### src/rtl/csr_file.sv
// csr_file: RV32 machine-mode CSR file with 64-bit counters, trap entry, mret and interrupt-pending logic
module csr_file #(
    parameter int          XLEN        = 32,
    parameter logic [25:0] MISA_EXT    = 26'h0000100,
    parameter logic [31:0] HART_ID     = 32'd0,
    parameter logic [31:0] MTVEC_RESET = 32'h0000_0000,
    parameter int          COUNTERS_EN = 1
) (
    input  logic            i_clk,
    input  logic            i_rst,
    input  logic            i_en,
    input  logic [11:0]     i_addr,
    input  logic [2:0]      i_funct3,
    input  logic [XLEN-1:0] i_wd,
    input  logic            i_src_zero,
    output logic [XLEN-1:0] o_rd,
    output logic            o_illegal,
    input  logic            i_retire,
    input  logic            i_trap,
    input  logic [XLEN-1:0] i_trap_cause,
    input  logic [XLEN-1:0] i_trap_pc,
    input  logic [XLEN-1:0] i_trap_val,
    input  logic            i_mret,
    input  logic [2:0]      i_irq,
    output logic [XLEN-1:0] o_trap_vector,
    output logic [XLEN-1:0] o_epc,
    output logic            o_irq_pending
);
    localparam logic [31:0] MISA = {2'b01, 4'b0, MISA_EXT};
    localparam bit CEN = COUNTERS_EN != 0;
    logic        status_mie, status_mpie;
    logic [2:0]  mie_r;
    logic [31:0] mtvec, mscratch, mepc, mcause, mtval;
    logic [63:0] cycle, instret, cyc_inc, ins_inc, cyc_n, ins_n;
    logic [1:0]  op;
    logic        attempt, mapped, we;
    logic [31:0] old, wv;
    assign op      = i_funct3[1:0];
    assign attempt = (op != 2'b00) & ~(op[1] & i_src_zero);
    always_comb begin
        mapped = 1'b1;
        old    = '0;
        case (i_addr)
            12'h300: old = {19'b0, 2'b11, 3'b0, status_mpie, 3'b0, status_mie, 3'b0};
            12'h301: old = MISA;
            12'h304: old = {20'b0, mie_r[2], 3'b0, mie_r[1], 3'b0, mie_r[0], 3'b0};
            12'h305: old = mtvec;
            12'h340: old = mscratch;
            12'h341: old = mepc;
            12'h342: old = mcause;
            12'h343: old = mtval;
            12'h344: old = {20'b0, i_irq[2], 3'b0, i_irq[1], 3'b0, i_irq[0], 3'b0};
            12'hB00: old = cycle[31:0];
            12'hB80: old = cycle[63:32];
            12'hB02: old = instret[31:0];
            12'hB82: old = instret[63:32];
            12'hF14: old = HART_ID;
            default: mapped = 1'b0;
        endcase
    end
    assign o_illegal = i_en & (~mapped | (attempt & (&i_addr[11:10])));
    assign o_rd      = i_en ? old : '0;
    assign we        = i_en & attempt & ~o_illegal & ~i_trap;
    assign wv        = op == 2'b01 ? i_wd : op == 2'b10 ? old | i_wd : old & ~i_wd;
    // The written half wins; writing hi keeps lo counting but blocks its carry.
    assign cyc_inc = cycle + 64'd1;
    assign ins_inc = instret + {63'b0, i_retire};
    always_comb begin
        cyc_n[31:0]  = we && i_addr == 12'hB00 ? wv : cyc_inc[31:0];
        cyc_n[63:32] = we && i_addr == 12'hB80 ? wv : we && i_addr == 12'hB00 ? cycle[63:32] : cyc_inc[63:32];
        ins_n[31:0]  = we && i_addr == 12'hB02 ? wv : ins_inc[31:0];
        ins_n[63:32] = we && i_addr == 12'hB82 ? wv : we && i_addr == 12'hB02 ? instret[63:32] : ins_inc[63:32];
    end
    always_ff @(posedge i_clk) begin
        if (i_rst) begin
            status_mie  <= 1'b0;
            status_mpie <= 1'b0;
            mie_r       <= '0;
            mtvec       <= MTVEC_RESET & ~32'h2;
            mscratch    <= '0;
            mepc        <= '0;
            mcause      <= '0;
            mtval       <= '0;
            cycle       <= '0;
            instret     <= '0;
        end else begin
            cycle   <= CEN ? cyc_n : '0;
            instret <= CEN ? ins_n : '0;
            if (i_trap) begin
                mepc        <= i_trap_pc & ~32'h3;
                mcause      <= i_trap_cause;
                mtval       <= i_trap_val;
                status_mpie <= status_mie;
                status_mie  <= 1'b0;
            end else begin
                if (we && i_addr == 12'h300) begin
                    status_mie  <= wv[3];
                    status_mpie <= wv[7];
                end
                if (we && i_addr == 12'h304) mie_r <= {wv[11], wv[7], wv[3]};
                if (we && i_addr == 12'h305) mtvec <= wv & ~32'h2;
                if (we && i_addr == 12'h340) mscratch <= wv;
                if (we && i_addr == 12'h341) mepc <= wv & ~32'h3;
                if (we && i_addr == 12'h342) mcause <= wv;
                if (we && i_addr == 12'h343) mtval <= wv;
                // mret sees the MPIE a same-cycle mstatus write just produced
                if (i_mret) begin
                    status_mie  <= we && i_addr == 12'h300 ? wv[7] : status_mpie;
                    status_mpie <= 1'b1;
                end
            end
        end
    end
    assign o_trap_vector = {mtvec[31:2], 2'b00} + (mtvec[0] & i_trap_cause[31] ? {25'b0, i_trap_cause[4:0], 2'b00} : 32'd0);
    assign o_epc         = mepc;
    assign o_irq_pending = status_mie & |(i_irq & mie_r);
endmodule

### config.mk
export PLATFORM = sky130hd
export DESIGN_NAME = csr_file
export DESIGN_NICKNAME = d
export VERILOG_FILES = /design/src/rtl/csr_file.sv
export SDC_FILE = /design/constraint.sdc
export NUM_CORES = 1
export LEC_CHECK = 0
export BUFFER_PORTS_ARGS = -buffer_cell sky130_fd_sc_hd__buf_4
export CORE_ASPECT_RATIO = 0.5
export CORE_MARGIN = 3
export CORE_UTILIZATION = 40
export CTS_BUF_LIST = sky130_fd_sc_hd__clkbuf_16
export DETAILED_ROUTE_END_ITERATION = 10
export PLACE_DENSITY = 0.68
export SLEW_MARGIN = 40
export SYNTH_ARGS = -nofsm -noshare
export SYNTH_HDL_FRONTEND = slang
export SYNTH_SLANG_ARGS = --single-unit
### constraint.sdc
create_clock -name i_clk -period 7 [get_ports i_clk]
set_clock_uncertainty 0.2 [all_clocks]
set_input_delay 0 -clock i_clk [delete_from_list [all_inputs] [get_ports i_clk]]
set_output_delay 0 -clock i_clk [all_outputs]
set_load 0.1 [all_outputs]
==> flow_summary.toml <==
[detailed_routing]
first_pass_iters = 7
vias_per_cell = 6.809
wl_um = 122100
ant_nets = 0
drc = 0
drt_iter0_markers = 3851
routedWlPerCell_um = 33.89
num_vias = 24530

[global_route]
grt_max_degree = 90
antenna_found_initial = 7
grt_pass1_wl_um = 170100
grt_pass1_vias = 22550
grt.total_usage_pct = 45.20
grt_overflow = 0

[critical_path]
cp-end-kind = "register"
cpMaxStageDelayCell = "or4b_2"
max_stage_delay_ns = 0.81
crit_chain = "dlygate4sd3_1 -> buf_4 -> or4b_2 -> nor3_4 -> nand2_1 -> buf_4 -> and4_1 -> a31oi_1 -> dlygate4sd3_1 -> o21ai_0 -> dlygate4sd3_1"
crit_type = "in2reg"
crit_top_cell = "dlygate4sd3_1"
crit_arrival_ns = 4.71
required_ns = 7.32
critPathBufInv = 5
crit_path_max_fanout = 29
start_kind = "primary input"
cp_top_family = "buffers and inverters"

[sta]
hold_viol = 0
tns_ns = 0
finalCritPeriodShare_pct = 62.68
fin_crit_ns = 4.388
tightest_slew_ns = 0.9192
grt_setup_unrepaired = "false"
relSlewSlack_pct = 38.72
maxSlewViolCount = 0
fmax_ghz = 0.2279
setup_viol = 0

[clock_tree]
cts_sinks = 290
clk_pin_slew_ns = 0.08
clock_path_buffers = 3
cts_tree = "done"
cts-root-buf = "clkbuf_16"
cts_buffers = 29
htreeDepth = 1
clk_latency_ns = 0.64
post_cts_resized = 0

[logic_synthesis]
synth_area_um2 = 19720
synthMuxAreaShare_pct = 4.060
synth_compound_area_share_pct = 27.09
avgSynthCellArea_um2 = 7.720
yosysUniqueCellTypes = 104
synth-async-reset-ratio_pct = 0
ys_warn_count = 0
synth-seq-cells = 290
synth_edf_count = 0
synth_fa_ha_area_share_pct = 0.6090
synth_xor_xnor_area_share_pct = 5.462
yosysSeqAreaShare_pct = 29.43
synth-simple-area-share_pct = 26.26
synth_top_family_by_area = "compound AO/OA/AOI/OAI gates"
netlist_instances = 2555
dominantRegCellSynth = "dfxtp_1"

[power]
power.density_nw_per_um2 = 166.4
p_leak_nw = 9.441
ir_worst_vdd_v = 0.0001800

[floorplanning]
chipHeight_um = 163.0
fp.dieArea_um2 = 52170
die_x_um = 320.0
initial_utilization_pct = 41.28
core_um2 = 47790
num_rows = 56
boundaryPins = 251

[hold_path]
hold_path_class = "in2reg"

[cells_and_area]
final_util_pct = 53.69
nFillCells = 4489
fin_nets = 3094
stdcell_count = 3602
layout-drive-gt1-share_pct = 16.72
seqCellArea_um2 = 5806
multi_input_area_um2 = 12790
synthToLayoutAreaGrowth_pct = 30.08

[placement]
placedCellCount = 3298
dp_hpwl_um = 87530
place.gp.congestion = 1.080
io_buffers = 243

[run_status]
status = "complete, no violations"

[flow_run]
maxCapViolCount = 0
[worst reg2reg max path, cell delays in order, from the launching register on]
cell	delay, ns
dfxtp_1	0.33
or3b_2	0.44
a211oi_1	0.74
o31ai_1	0.35
a31oi_2	0.73
buf_4	0.35
nand2_1	0.08
a221oi_1	0.25
dlygate4sd3_1	0.59
[metrics by stage]
| step | hold slack, ns | power, mW | cell area (um^2) | worst slack, ns |
|---|---|---|---|---|
| after floorplan | -0.09217 | 2.118 | 19740 | 2.807 |
| after global placement | 0.02981 | 2.443 | 22060 | 2.711 |
| after detailed placement | 0.03230 | 2.455 | 22240 | 2.805 |
| after CTS | 0.01712 | 4.198 | 25560 | 2.868 |
| after global routing | 0.05717 | 4.334 | 25630 | 2.611 |
| final | 0.03047 | 4.270 | 25660 | 2.612 |
[path summary, 6_finish.rpt]
kind / startpoint / to / slack, ns / cells after the start
worst min-delay path: i_trap_cause[23] / mcause[23] / 0.03 / 4
worst max register to register: mscratch[27] / mtval[27] / 2.87 / 8
worst max-delay path: i_addr[2] / o_epc[16] / 2.61 / 11
worst min register to register: mscratch[0] / mscratch[0] / 0.25 / 2
[cell families (layout without fill, tap and decap cells)]
family / count (synthesis) / count (layout)
muxes: 66 / 66
DFF: 290 / 290
other: 1 / 13
and+or+nand+nor: 981 / 981
AOI/OAI and AO/OA: 749 / 749
adders and majority gates: 9 / 9
buffers and inverters: 336 / 733
xor gates and xnor gates: 123 / 123
[report_power, final]
part	total [mW]	internal [mW]	switching [mW]
Clock	1.68	0.875	0.807
Sequential	1.73	1.69	0.0433
Combinational	0.855	0.297	0.558
[area by class of cell]
cell class / count / share of cell area [%]
Antenna cell: 9 / 0.08778
Clock buffer: 29 / 2.829
Clock inverter: 25 / 0.8632
Inverter: 117 / 1.712
Multi-Input combinational cell: 1932 / 49.87
Sequential cell: 290 / 22.63
Tap cell: 638 / 3.111
Timing Repair Buffer: 562 / 18.90
[registers in the layout, indices dropped and copies added (netlist names)]
| name | flops |
|---|---|
| mie_r | 3 |
| mtval | 32 |
| cycle | 64 |
| mscratch | 32 |
| mcause | 32 |
| instret | 64 |
| status_mpie | 1 |
| o_epc | 30 |
| mtvec | 31 |
| status_mie | 1 |
[placed cells by master, fill, tap and decap left out, types with 40 or more instances in the layout]
cell type	n
o21ai_0	70
a211oi_1	71
a21oi_1	214
dfxtp_1	290
nor3_1	45
a221oi_1	77
buf_4	315
nand2_1	310
xnor2_1	89
nor4_1	47
nor2_1	146
mux2i_1	44
nand3_1	143
inv_1	120
nand4_1	56
and3_1	40
dlygate4sd3_1	238
[Yosys cell counts (29+ instances only)]
cell type    n  area [um^2]
a221oi_1    77        674.4
o21ai_0     73        365.4
nor3_1      51        255.2
xnor2_1     89        779.5
o211ai_1    29        217.7
xor2_1      34        297.8
a211oi_1    73        548.0
mux2i_1     44        440.4
a31oi_1     39        244.0
inv_1      116        435.4
nand2_1    312         1171
nand3_1    143        715.7
a21oi_1    215         1076
nor4_1      53        331.6
nand4_1     56        350.3
and4_1      36        315.3
clkbuf_1   138        518.0
and3_1      40        250.2
a22oi_1     41        307.8
buf_2       50        250.2
dfxtp_1    290         5806
nor2_1     148        555.5
[routing by layer]
layer | share of wire [%] | GRT usage [%] | vias to the layer above | wire (um)
met4 | 5.2 | 19.66 | 10 | 6287
met1 | 40 | 60.11 | 12040 | 48640
met3 | 15 | 18.44 | 360 | 18310
met5 | 0.057 | 0 | - | 69
li1 | - | - | 10370 | -
met2 | 40 | 64.11 | 1746 | 48760
[timing repair]
action / 4_1_cts / 5_1_grt
hold endpoints to repair: 242 / 1
setup buffers: 0 / 0
hold buffers: 237 / 1
Note: power is estimated with default switching activity, not from simulation.
